`src/rtl/lsu.sv`:
```
// Load/store unit: one outstanding data-memory request at a time, with store lane
// steering, misalignment detection and load-result extraction/extension.
module lsu (
   input  logic        clk,
   input  logic        rstn,
   input  logic        in_valid,
   input  logic [2:0]  info_load,
   input  logic [1:0]  info_store,
   input  logic [31:0] addr,
   input  logic [31:0] store_data,
   input  logic [4:0]  dstreg_num,
   output logic        stall,
   output logic        mem_req,
   output logic        mem_we,
   output logic [31:0] mem_addr,
   output logic [3:0]  mem_wstrb,
   output logic [31:0] mem_wdata,
   input  logic [31:0] mem_rdata,
   input  logic        mem_ack,
   output logic        wb_valid,
   output logic [4:0]  wb_reg,
   output logic [31:0] wb_data,
   output logic        misaligned
);

   typedef enum logic {ST_IDLE = 1'b0, ST_WAIT = 1'b1} state_t;

   state_t      r_state;
   state_t      w_state_nxt;
   logic        r_mem_we;
   logic [31:0] r_mem_addr;
   logic [3:0]  r_mem_wstrb;
   logic [31:0] r_mem_wdata;
   logic [2:0]  r_ld_type;
   logic [1:0]  r_ld_off;
   logic        r_is_load;
   logic [4:0]  r_dst;
   logic        r_wb_valid;
   logic [4:0]  r_wb_reg;
   logic [31:0] r_wb_data;
   logic        r_misaligned;

   logic        w_accept;
   logic        w_ack;
   logic        w_is_load;
   logic        w_is_store;
   logic        w_mis;
   logic        w_issue;
   logic        w_mis_pulse;

   function automatic logic [31:0] store_lanes(input logic [1:0] st, input logic [31:0] sd);
      case (st)
         2'b00:   store_lanes = {4{sd[7:0]}};
         2'b01:   store_lanes = {2{sd[15:0]}};
         default: store_lanes = sd;
      endcase
   endfunction

   function automatic logic [3:0] store_strb(input logic [1:0] st, input logic [1:0] off);
      case (st)
         2'b00:   store_strb = 4'b0001 << off;
         2'b01:   store_strb = off[1] ? 4'b1100 : 4'b0011;
         2'b10:   store_strb = 4'b1111;
         default: store_strb = 4'b0000;
      endcase
   endfunction

   function automatic logic [31:0] load_extend(input logic [2:0] ld, input logic [1:0] off,
                                               input logic [31:0] rd);
      logic [7:0]  b;
      logic [15:0] h;
      b = rd[{off, 3'b000} +: 8];
      h = off[1] ? rd[31:16] : rd[15:0];
      case (ld)
         3'b000:  load_extend = {{24{b[7]}}, b};
         3'b001:  load_extend = {{16{h[15]}}, h};
         3'b100:  load_extend = {24'h000000, b};
         3'b101:  load_extend = {16'h0000, h};
         default: load_extend = rd;
      endcase
   endfunction

   // Op decode: a load encoding takes priority over a store encoding in the same op.
   always_comb begin
      w_is_load  = (info_load != 3'b111);
      w_is_store = 1'b0;
      w_mis      = 1'b0;
      if (w_is_load) begin
         w_mis = ((info_load[1:0] == 2'b01) && addr[0]) ||
                 ((info_load[1:0] == 2'b10) && (addr[1:0] != 2'b00));
      end else begin
         w_is_store = (info_store != 2'b11);
         w_mis      = w_is_store &&
                      (((info_store == 2'b01) && addr[0]) ||
                       ((info_store == 2'b10) && (addr[1:0] != 2'b00)));
      end
   end

   assign w_ack       = (r_state == ST_WAIT) && mem_ack;
   assign w_accept    = in_valid && ((r_state == ST_IDLE) || mem_ack);
   assign w_issue     = w_accept && (w_is_load || w_is_store) && !w_mis;
   assign w_mis_pulse = w_accept && w_mis;

   // Next state: a new issue always lands in WAIT, even straight off an ack.
   always_comb begin
      w_state_nxt = r_state;
      case (r_state)
         ST_IDLE: begin
            if (w_issue) w_state_nxt = ST_WAIT;
            else         w_state_nxt = ST_IDLE;
         end
         ST_WAIT: begin
            if (w_issue)       w_state_nxt = ST_WAIT;
            else if (mem_ack)  w_state_nxt = ST_IDLE;
            else               w_state_nxt = ST_WAIT;
         end
         default: w_state_nxt = ST_IDLE;
      endcase
   end

   // State register.
   always_ff @(posedge clk or negedge rstn) begin
      if (!rstn) r_state <= ST_IDLE;
      else       r_state <= w_state_nxt;
   end

   // Request and op-context capture; held untouched until the next issue.
   always_ff @(posedge clk or negedge rstn) begin
      if (!rstn) begin
         r_mem_we    <= 1'b0;
         r_mem_addr  <= 32'h0000_0000;
         r_mem_wstrb <= 4'b0000;
         r_mem_wdata <= 32'h0000_0000;
         r_ld_type   <= 3'b111;
         r_ld_off    <= 2'b00;
         r_is_load   <= 1'b0;
         r_dst       <= 5'd0;
      end else if (w_issue) begin
         r_mem_we    <= w_is_store;
         r_mem_addr  <= {addr[31:2], 2'b00};
         r_mem_wstrb <= w_is_store ? store_strb(info_store, addr[1:0]) : 4'b0000;
         r_mem_wdata <= w_is_store ? store_lanes(info_store, store_data) : 32'h0000_0000;
         r_ld_type   <= info_load;
         r_ld_off    <= addr[1:0];
         r_is_load   <= w_is_load;
         r_dst       <= dstreg_num;
      end else begin
         r_mem_we    <= r_mem_we;
      end
   end

   // Writeback and misalignment pulses.
   always_ff @(posedge clk or negedge rstn) begin
      if (!rstn) begin
         r_wb_valid   <= 1'b0;
         r_wb_reg     <= 5'd0;
         r_wb_data    <= 32'h0000_0000;
         r_misaligned <= 1'b0;
      end else begin
         r_wb_valid   <= w_ack && r_is_load;
         r_misaligned <= w_mis_pulse;
         if (w_ack && r_is_load) begin
            r_wb_reg  <= r_dst;
            r_wb_data <= load_extend(r_ld_type, r_ld_off, mem_rdata);
         end else begin
            r_wb_reg  <= r_wb_reg;
         end
      end
   end

   assign stall      = (r_state == ST_WAIT) && !mem_ack;
   assign mem_req    = (r_state == ST_WAIT);
   assign mem_we     = r_mem_we;
   assign mem_addr   = r_mem_addr;
   assign mem_wstrb  = r_mem_wstrb;
   assign mem_wdata  = r_mem_wdata;
   assign wb_valid   = r_wb_valid;
   assign wb_reg     = r_wb_reg;
   assign wb_data    = r_wb_data;
   assign misaligned = r_misaligned;

endmodule

```
`config.mk`:
```
export PLATFORM = sky130hd
export DESIGN_NAME = lsu
export DESIGN_NICKNAME = d
export VERILOG_FILES = /design/src/rtl/lsu.sv
export SDC_FILE = /design/constraint.sdc
export NUM_CORES = 1
export LEC_CHECK = 0
export ABC_AREA = 1
export CORE_ASPECT_RATIO = 0.9
export CORE_MARGIN = 2
export CORE_UTILIZATION = 48
export CTS_BUF_LIST = sky130_fd_sc_hd__clkbuf_16
export CTS_CLUSTER_SIZE = 24
export DETAILED_ROUTE_END_ITERATION = 10
export MAX_ROUTING_LAYER = met4
export PLACE_DENSITY = 0.95
export SLEW_MARGIN = 5
export SYNTH_ARGS = -nofsm -noshare
export SYNTH_HDL_FRONTEND = slang
export SYNTH_SLANG_ARGS = --single-unit
```
`constraint.sdc`:
```
create_clock -name clk -period 4.6 [get_ports clk]
set_clock_uncertainty 0.05 [all_clocks]
set_input_delay 0.92 -clock clk [delete_from_list [all_inputs] [get_ports clk]]
set_output_delay 0.92 -clock clk [all_outputs]
set_load 0.005 [all_outputs]
```
After elaboration in Yosys (flattened, before gate mapping)
Cells that the tools add are included.
{"block": "op_classes", "eq_ne": 9, "shifts": 2, "muxes": 13, "bitwise_logic": 1, "reduce_logical": 21}
{"cell": "one-hot mux 32 bit (4 select lines)", "n": 1}
{"cell": "one-hot mux 32 bit (2 select lines)", "n": 1}
{"cell": "2-to-1 mux 32 bit", "n": 1}
{"cell": "indexed part select 32 x 6 -> 8 bit", "n": 1}
{"cell": "2-to-1 mux 16 bit", "n": 1}
{"cell": "logical AND 1 bit", "n": 12}
{"cell": "one-hot mux 4 bit (3 select lines)", "n": 1}
{"cell": "2-to-1 mux 4 bit", "n": 2}
{"cell": "equality test 3 bit, second input constant", "n": 2}
{"cell": "2-to-1 mux 1 bit", "n": 5}
{"cell": "equality test 2 x 1 -> 1 bit, second input constant", "n": 2}
{"cell": "equality test 2 bit, second input constant", "n": 2}
{"cell": "logical OR 1 bit", "n": 4}
{"cell": "<< shifter 1 x 2 -> 4 bit, first input constant", "n": 1}
{"cell": "equality test 3 x 1 -> 1 bit, second input constant", "n": 1}
{"cell": "logical NOT 3 bit", "n": 1}
{"cell": "inequality test 3 bit, second input constant", "n": 1}
{"cell": "logical NOT 1 bit", "n": 2}
{"cell": "logical NOT 2 bit", "n": 1}
{"cell": "inequality test 2 bit, second input constant", "n": 1}
{"cell": "one-hot mux 1 bit (2 select lines)", "n": 1}
{"cell": "nonzero test 2 bit", "n": 1}
{"cell": "inverter 1 bit", "n": 1}
{"block": "word_totals", "regBits": 118, "inputBits": 110, "output_inout_bits": 110, "word_cells": 59}

Depth between registers and ports, before layout
Gate-level depths: netlist of run 1.
{"block": "depth", "ltp_word": 9, "mapped_depth": 11, "mapped_depth_nobuf": 9}

Worst setup path after synthesis of run 1
Ideal clock, no wire load.
{"block": "synth_path", "path_kind": "in2out", "from": "input port mem_ack", "to": "output port stall", "arrival_time_ns": 1.090, "required_ns": 3.630, "slack_ns": 2.540, "cell_stages": 1, "path_buffers": 0, "cell_sequence": "nor2_1"}
{"block": "synth_via", "elab_chain_len": 2}
{"item": "start: declaration", "line": "19", "text": "input logic mem_ack,"}
{"item": "logical NOT 1 bit", "line": "171", "text": "assign stall = (r_state == ST_WAIT) && !mem_ack;"}
{"item": "logical AND 1 bit", "line": "171"}
{"item": "end: declaration", "line": "12", "text": "output logic stall,"}
Every way passes these cells.

Worst setup path after layout of run 1
Same ends and word-level chain as after synthesis.

==> flow_metrics.tcl, run 1 <==
set metrics [dict create \
    worst_pin_slew_ns 0.805 \
    status "complete, no violations" \
    min_path_type "reg2reg" \
    synth_cell_type_count 24 \
    relSlewSlack 0.462 \
    setup-tns-final_ns 0 \
    synth_area_leaders "dfrtp_1, nand2_1, a21oi_1, nor2_1, inv_1" \
    tritoncts "built" \
    final_nets 1112 \
    grt_pass1_vias 5785 \
    crit-reg2reg-launch "r_ld_type[1]" \
    htree_levels 4 \
    grt_use_met2 0.460 \
    crit_end "stall" \
    place_congestion 0.930 \
    vias 6077 \
    rsz0062_at_grt "no" \
    io_buffers 217 \
    worst-endpoint-arrival_ns 2.21 \
    die_area_sq_um 13100 \
    core_sq_um 12000 \
    clock_latency_ns 0.41 \
    finalHoldViolCount 0 \
    ys_warn_count 0 \
    ys_seq_area_frac 0.505 \
    io-pin-count 220 \
    antenna_left 0 \
    slew_viol_final 0 \
    drive_above_1_share 0.0660 \
    grt.busiest_layer "met2" \
    worstHoldPathCells 2 \
    yosys.area.top_type_share 0.492 \
    worstReg2RegEnd "wb_data[18]" \
    synthCells 803 \
    layout_commonest_cell "nand2_1" \
    period_minus_slack_ns 3.18 \
    ctsHoldBuffers 0 \
    antenna_found_initial 0 \
    vias_per_cell 5.17 \
    mappedNetlistArea_sq_um 5850 \
    setup_viol 0 \
    p_leak_nw 4.36 \
    critPathKind "in2out" \
    worst_setup_path_startpoint "mem_ack" \
    fmaxAchievable_mhz 314 \
    dieHeight_microns 109 \
    ys_ff_latch 118 \
    p_per_area_nw_per_um2 479 \
    grt_use_met1 0.345 \
    syn_to_final_growth_pct 48.2 \
    die-width_microns 120 \
    crit_required_ns 3.63 \
    drtIter0Drc 794 \
    grt_overflow 0 \
    cp-end-kind "output port" \
    cts-root-buf "clkbuf_16" \
    clockBufferDepth 2 \
    startpoint_type "input pin" \
    n_fill_cell 879 \
    peakVddDrop_v 0.000300 \
    cts_buffers 17 \
    grt_max_degree 52 \
    clock_sinks 118 \
    drtPass1Iterations 8 \
    rr_worst_depth 7 \
    routed_wl_mm 18.2 \
    drcViolationCount 0 \
    finalCritPeriodShare 0.692 \
    synth_largest_area_cell "dfrtp_1" \
    r2r_slack_ns 2.04 \
    wl_per_cell_microns 15.5 \
    n_antenna_cell 0 \
    final_cell_mix "nand2_1, clkdlybuf4s50_1, dfrtp_1" \
    grt_usage 0.288 \
    postCtsSetupBuffers 0 \
    critPathMaxFanout 3 \
    fp-row-count 38 \
    grt_pass1_wl_mm 28.4 \
    path_clk_slew_ns 0.06 \
    cts.repair.resized 0 \
    syn_avg_cell_area_sq_um 7.29 \
    finish.utilization 0.724 \
    dp.final_hpwl_mm 12.6 \
    start_util 0.489 \
    drv_cap 0 \
    grt_use_met3 0.0863 \
]
-- logic make-up after synthesis --
group           count (synthesis)  share of synthesized area
simple gates                  503                      0.343
flops                         118                      0.505
buf+inv                       101                     0.0797
compound gates                 80                     0.0712
other cells                     1                   0.000641
-- worst max-delay path: stages --
cell             delay (ns)
clkdlybuf4s50_1        0.45
nor2_1                 0.25
clkdlybuf4s50_1        0.60
-- synth_stat cells --
master    instances
nand2_1         374
dfrtp_1         115
nor2_1           60
inv_1            52
a21oi_1          46
nand3_1          36
o21ai_0          27
buf_2            19
or2_2            16
nor3_1           11
clkbuf_1          8
buf_4             7
buf_1             6
buf_6             5
inv_2             4
o22a_1            4
dfstp_2           3
nand2_2           3
o21ai_1           2
a31oi_1           1
conb_1            1
nand3_2           1
nor2_2            1
nor2_4            1
-- routing by layer --
metal  wire length (microns)  part of all wire  vias to the layer above
li1                        -                 -                     2866
met1                    6990              0.38                     2788
met2                    8610              0.47                      366
met3                    1980              0.11                       57
met4                     621             0.034                        0
met5                       0                 0                        -
-- power by group --
part | total, mW | switching [mW] | internal, mW
Combinational | 1.22 | 0.524 | 0.699
Sequential | 1.49 | 0.189 | 1.30
Clock | 1.44 | 0.484 | 0.953
Total | 4.15 | 1.20 | 2.96
-- final cells by class --
cell class	instances	area (sq um)	share of cell area
timing repair buffer	224	2230	0.257
sequential	118	2960	0.341
multi-input combinational	585	2440	0.281
inverter	56	210	0.0242
clock inverter	15	211	0.0244
clock buffer	17	425	0.0490
tap	160	200	0.0231
-- stage by stage --
step           setup slack (ns)  hold slack, ns  std cells  instance area (sq um)  total power, mW
2_1_floorplan              2.54           0.392        804                   5860             1.99
3_3_place_gp               1.40           0.403       1143                   8040             2.67
3_5_place_dp               1.37           0.409       1143                   8040             2.72
4_1_cts                    1.40           0.422       1175                   8680             4.17
5_1_grt                    1.35           0.434       1175                   8680             4.37
6_report                   1.42           0.419       1175                   8680             4.15
-- worst min path at each step --
stage	start	end
2_1_floorplan	r_dst[0]	r_dst[0]
3_3_place_gp	r_dst[4]	wb_reg[4]
3_5_place_dp	r_dst[4]	r_dst[4]
4_1_cts	mem_wdata[5]	mem_wdata[5]
5_1_grt	r_dst[4]	r_dst[4]
6_report	mem_wdata[5]	mem_wdata[5]
No activity file was read; power rests on OpenSTA's default activity.
==> inputs of run 2 (changes only) <==
--- a/config.mk
+++ b/config.mk
@@ -8,12 +8,12 @@
 export ABC_AREA = 1
 export CORE_ASPECT_RATIO = 0.9
 export CORE_MARGIN = 2
-export CORE_UTILIZATION = 48
+export CORE_UTILIZATION = 45
 export CTS_BUF_LIST = sky130_fd_sc_hd__clkbuf_16
 export CTS_CLUSTER_SIZE = 24
 export DETAILED_ROUTE_END_ITERATION = 10
 export MAX_ROUTING_LAYER = met4
-export PLACE_DENSITY = 0.95
+export PLACE_DENSITY = 0.9
 export SLEW_MARGIN = 5
 export SYNTH_ARGS = -nofsm -noshare
 export SYNTH_HDL_FRONTEND = slang
==> constraint.sdc (replaced) <==
create_clock -name clk -period 3.3 [get_ports clk]
set_clock_uncertainty 0.05 [all_clocks]
set_input_delay 0.66 -clock clk [delete_from_list [all_inputs] [get_ports clk]]
set_output_delay 0.66 -clock clk [all_outputs]
set_load 0.005 [all_outputs]
==> flow_metrics.tcl, run 2 (synthesis results as in run 1) <==
set metrics [dict create \
    status "complete, no violations" \
    crit_required_ns 2.59 \
    tritoncts "built" \
    fmaxAchievable_mhz 378 \
    rr_worst_depth 9 \
    drv_cap 0 \
    htree_levels 4 \
    relSlewSlack 0.505 \
    cts.repair.resized 0 \
    drive_above_1_share 0.0678 \
    grt_usage 0.272 \
    grt_overflow 0 \
    worst_setup_path_startpoint "mem_ack" \
    min_path_type "in2async" \
    syn_to_final_growth_pct 48.7 \
    cts-root-buf "clkbuf_16" \
    critPathMaxFanout 3 \
    vias_per_cell 5.10 \
    crit-reg2reg-launch "r_ld_off[1]" \
    r2r_slack_ns 1.09 \
    path_clk_slew_ns 0.05 \
    grt_max_degree 67 \
    postCtsSetupBuffers 0 \
    routed_wl_mm 17.9 \
    dieHeight_microns 112 \
    fin_ws_ns 0.656 \
    p_leak_nw 4.38 \
    cp-end-kind "output port" \
    clock_sinks 118 \
    worst-endpoint-arrival_ns 1.93 \
    drtIter0Drc 580 \
    cts_buffers 17 \
    io-pin-count 220 \
    place_congestion 0.882 \
    clockBufferDepth 2 \
    peakVddDrop_v 0.000371 \
    finalCritPeriodShare 0.801 \
    n_fill_cell 1033 \
    final_cell_mix "nand2_1, clkdlybuf4s50_1, dfrtp_1" \
    worstReg2RegEnd "wb_data[14]" \
    dpl_worst_slack_ns 0.524 \
    slew_viol_final 0 \
    finalHoldViolCount 0 \
    core_sq_um 12700 \
    p_per_area_nw_per_um2 665 \
    setup_viol 0 \
    startpoint_type "input pin" \
    finalInstanceArea_sq_um 8710 \
    final_nets 1114 \
    dp.final_hpwl_mm 12.1 \
    clock_latency_ns 0.40 \
    antenna_found_initial 0 \
    fp-row-count 39 \
    io_buffers 217 \
    n_antenna_cell 0 \
    place_area_sq_um 8070 \
    crit_end "stall" \
    antenna_left 0 \
    ctsHoldBuffers 0 \
    drcViolationCount 0 \
    finish.utilization 0.686 \
    period_minus_slack_ns 2.64 \
    die_area_sq_um 13900 \
    vias 6025 \
    layout_commonest_cell "nand2_1" \
    total_power_mw 5.79 \
    die-width_microns 124 \
    grt_pass1_wl_mm 29.5 \
    rsz0062_at_grt "no" \
    setup-tns-final_ns 0 \
    drtPass1Iterations 6 \
    start_util 0.461 \
    critPathKind "in2out" \
    wl_per_cell_microns 15.2 \
    worst_pin_slew_ns 0.741 \
    grt_pass1_vias 5961 \
]
## run 2: cell types whose count changed in the layout (fill, tap and decap cells not counted), sizes merged
cell      delta
clkinv       +1
buf          +2
clkinvlp     -1
## run 2: per-layer routing
layer,part of all wire,track usage,vias up
met2,0.47,0.436,355
met1,0.40,0.330,2765
li1,-,-,2874
met5,0,-,-
met3,0.11,0.0934,31
met4,0.022,0.0757,0
## run 2: stage by stage
stage               std cells  hold slack, ns
finish                   1181           0.250
global route             1181           0.290
floorplan                 804           0.314
CTS                      1181           0.267
detailed placement       1149           0.407
global placement         1149           0.403
## run 2: power breakdown
group	switching [mW]	total [mW]	leakage [nW]	internal [mW]
Sequential	0.224	2.04	1.49	1.82
Combinational	0.765	1.75	2.58	0.983
Clock	0.671	2.00	0.304	1.33
Total	1.66	5.79	4.38	4.13
## run 2: cell type report
cell class	instances	area [sq um]	area share
Sequential cell	118	2960	0.340
Multi-Input combinational cell	585	2440	0.280
Timing Repair Buffer	226	2260	0.260
Clock buffer	17	425	0.0489
Inverter	56	210	0.0241
Clock inverter	15	209	0.0240
Tap cell	164	205	0.0236
## run 2: how the worst min path moves through the flow
stage                         to  slack (ns)  cells past startpoint
floorplan           mem_addr[10]        0.31                      0
global placement    mem_addr[14]        0.40                      2
detailed placement  mem_wdata[3]        0.41                      2
CTS                   wb_data[1]        0.27                      1
global route          wb_data[1]        0.29                      1
finish                wb_data[1]        0.25                      1
## run 2: worst max-delay path: stages
cell and delay, ns:
clkdlybuf4s50_1 0.44, nor2_1 0.24, clkdlybuf4s50_1 0.58
==> inputs of run 3 (changes only) <==
--- a/config.mk
+++ b/config.mk
@@ -8,12 +8,12 @@
 export ABC_AREA = 1
 export CORE_ASPECT_RATIO = 0.9
 export CORE_MARGIN = 2
-export CORE_UTILIZATION = 45
+export CORE_UTILIZATION = 40
 export CTS_BUF_LIST = sky130_fd_sc_hd__clkbuf_16
 export CTS_CLUSTER_SIZE = 24
 export DETAILED_ROUTE_END_ITERATION = 10
 export MAX_ROUTING_LAYER = met4
-export PLACE_DENSITY = 0.9
+export PLACE_DENSITY = 0.86
 export SLEW_MARGIN = 5
 export SYNTH_ARGS = -nofsm -noshare
 export SYNTH_HDL_FRONTEND = slang
==> constraint.sdc (replaced) <==
create_clock -name clk -period 2.3 [get_ports clk]
set_clock_uncertainty 0.05 [all_clocks]
set_input_delay 0.46 -clock clk [delete_from_list [all_inputs] [get_ports clk]]
set_output_delay 0.46 -clock clk [all_outputs]
set_load 0.005 [all_outputs]
==> flow_metrics.tcl, run 3 (synthesis results as in run 1) <==
set metrics [dict create \
    drv_cap 0 \
    setup-tns-final_ns 0 \
    multi_input_area_sq_um 2440 \
    r2r_slack_ns 0.38 \
    cts_buffers 17 \
    path_clk_slew_ns 0.06 \
    period_minus_slack_ns 2.20 \
    setup_viol 0 \
    p_sw_frac 0.298 \
    slew_viol_final 0 \
    die-width_microns 132 \
    rsz0062_at_grt "no" \
    wl_per_cell_microns 14.8 \
    htree_levels 4 \
    pwr-share-comb 0.318 \
    n_fill_cell 1259 \
    finalCritPeriodShare 0.957 \
    worstReg2RegEnd "wb_data[3]" \
    drcViolationCount 0 \
    drtIter0Drc 404 \
    rr_worst_depth 5 \
    postCtsSetupBuffers 0 \
    n_antenna_cell 0 \
    min_path_type "reg2reg" \
    cts.repair.resized 0 \
    power.share.clock 0.316 \
    dpl_worst_slack_ns 0.111 \
    crit-reg2reg-launch "r_ld_off[1]" \
    seqPwrFrac 0.367 \
    worstHoldPathCells 2 \
    routed_wl_mm 18.1 \
    vias 5974 \
    worst-endpoint-arrival_ns 1.69 \
    start_util 0.413 \
    drive_above_1_share 0.0795 \
    status "complete, no violations" \
    fin_ws_ns 0.0994 \
    p_leak_nw 4.44 \
    clock_latency_ns 0.41 \
    fmaxAchievable_mhz 454 \
    grt_pass1_vias 5801 \
    vias_per_cell 4.88 \
    cts-root-buf "clkbuf_16" \
    io-pin-count 220 \
    critPathMaxFanout 3 \
    internal_power_mw 5.64 \
    place_congestion 0.891 \
    crit_required_ns 1.79 \
    finalHoldViolCount 0 \
    final_nets 1128 \
    io_buffers 217 \
    grt_overflow 0 \
    cp-end-kind "output port" \
    fp-row-count 41 \
    dieHeight_microns 119 \
    regArea_sq_um 2960 \
    grt_max_degree 49 \
    layout_commonest_cell "nand2_1" \
    tritoncts "built" \
    die_area_sq_um 15600 \
    grt_pass1_wl_mm 29.4 \
    relSlewSlack 0.622 \
    critPathKind "in2out" \
    min-delay-start "r_dst[4]" \
    clock_sinks 118 \
    clockBufferDepth 2 \
    worst_pin_slew_ns 0.567 \
    p_per_area_nw_per_um2 909 \
    drtPass1Iterations 6 \
    final_cell_mix "nand2_1, clkdlybuf4s50_1, dfrtp_1" \
    syn_to_final_growth_pct 51.2 \
    p_sw_mw 2.40 \
    min_to "wb_reg[4]" \
    core_sq_um 14200 \
    peakVddDrop_v 0.000541 \
    startpoint_type "input pin" \
    antenna_found_initial 0 \
    dp.final_hpwl_mm 13.1 \
    antenna_left 0 \
    grt_usage 0.245 \
]
run 3: cell types whose count changed in the layout (fill, tap and decap cells not counted), sizes merged:
| cell | before | now |
|---|---|---|
| buf | 10 | 23 |
| bufinv | 5 | 2 |
| clkinv | 6 | 9 |
| dlygate4sd3 | 0 | 1 |
run 3: final cells by class:
| cell class | count | area share |
|---|---|---|
| flip-flops and latches | 118 | 0.334 |
| well taps | 193 | 0.0273 |
| repair buffers | 240 | 0.275 |
| multi-input cells | 585 | 0.276 |
| inverters | 56 | 0.0237 |
| clock buffers | 17 | 0.0481 |
| clock inverters | 15 | 0.0158 |
run 3: per-stage QoR:
| stage | hold WS [ns] | std cells | total power, mW | utilization | instance area, sq um |
|---|---|---|---|---|---|
| floorplan | 0.114 | 804 | 3.98 | - | 5860 |
| global placement | 0.391 | 1191 | 5.45 | 0.584 | 8280 |
| detailed placement | 0.396 | 1191 | 5.53 | 0.584 | 8280 |
| CTS | 0.419 | 1224 | 8.11 | 0.625 | 8850 |
| global route | 0.440 | 1224 | 8.49 | 0.625 | 8850 |
| finish | 0.415 | 1224 | 8.04 | 0.625 | 8850 |
run 3: worst max path at each step:
stage,start,endpoint,slack (ns),cells after the start
floorplan,r_ld_type[1],wb_data[10],0.79,6
global placement,mem_ack,stall,0.12,3
detailed placement,mem_ack,stall,0.11,3
CTS,mem_ack,stall,0.09,3
global route,mem_ack,stall,0.02,3
finish,mem_ack,stall,0.1,3
run 3: layer usage:
layer | up-vias | part of all wire | track usage
met5 | - | 0 | -
met4 | 0 | 0.020 | 0.0734
met3 | 36 | 0.10 | 0.0871
met2 | 292 | 0.47 | 0.390
met1 | 2747 | 0.41 | 0.293
li1 | 2899 | - | -
run 3: what timing repair did:
item | in CTS | in global routing
hold buffers | 1 | 0
hold endpoints to repair | 31 | 0
setup endpoints to repair | 0 | 0
run 3: worst max-delay path, cell delays in order:
cell,delay (ns)
clkdlybuf4s50_1,0.43
nor2_1,0.22
clkdlybuf4s50_1,0.59
run 3: power groups by stage:
stage	sequential [mW]	clock, mW	combinational (mW)
6_report	2.95	2.54	2.55
5_1_grt	3.01	2.68	2.80
4_1_cts	2.95	2.59	2.58
3_5_place_dp	2.97	0	2.56
3_3_place_gp	2.96	0	2.49
2_1_floorplan	2.93	0	1.05
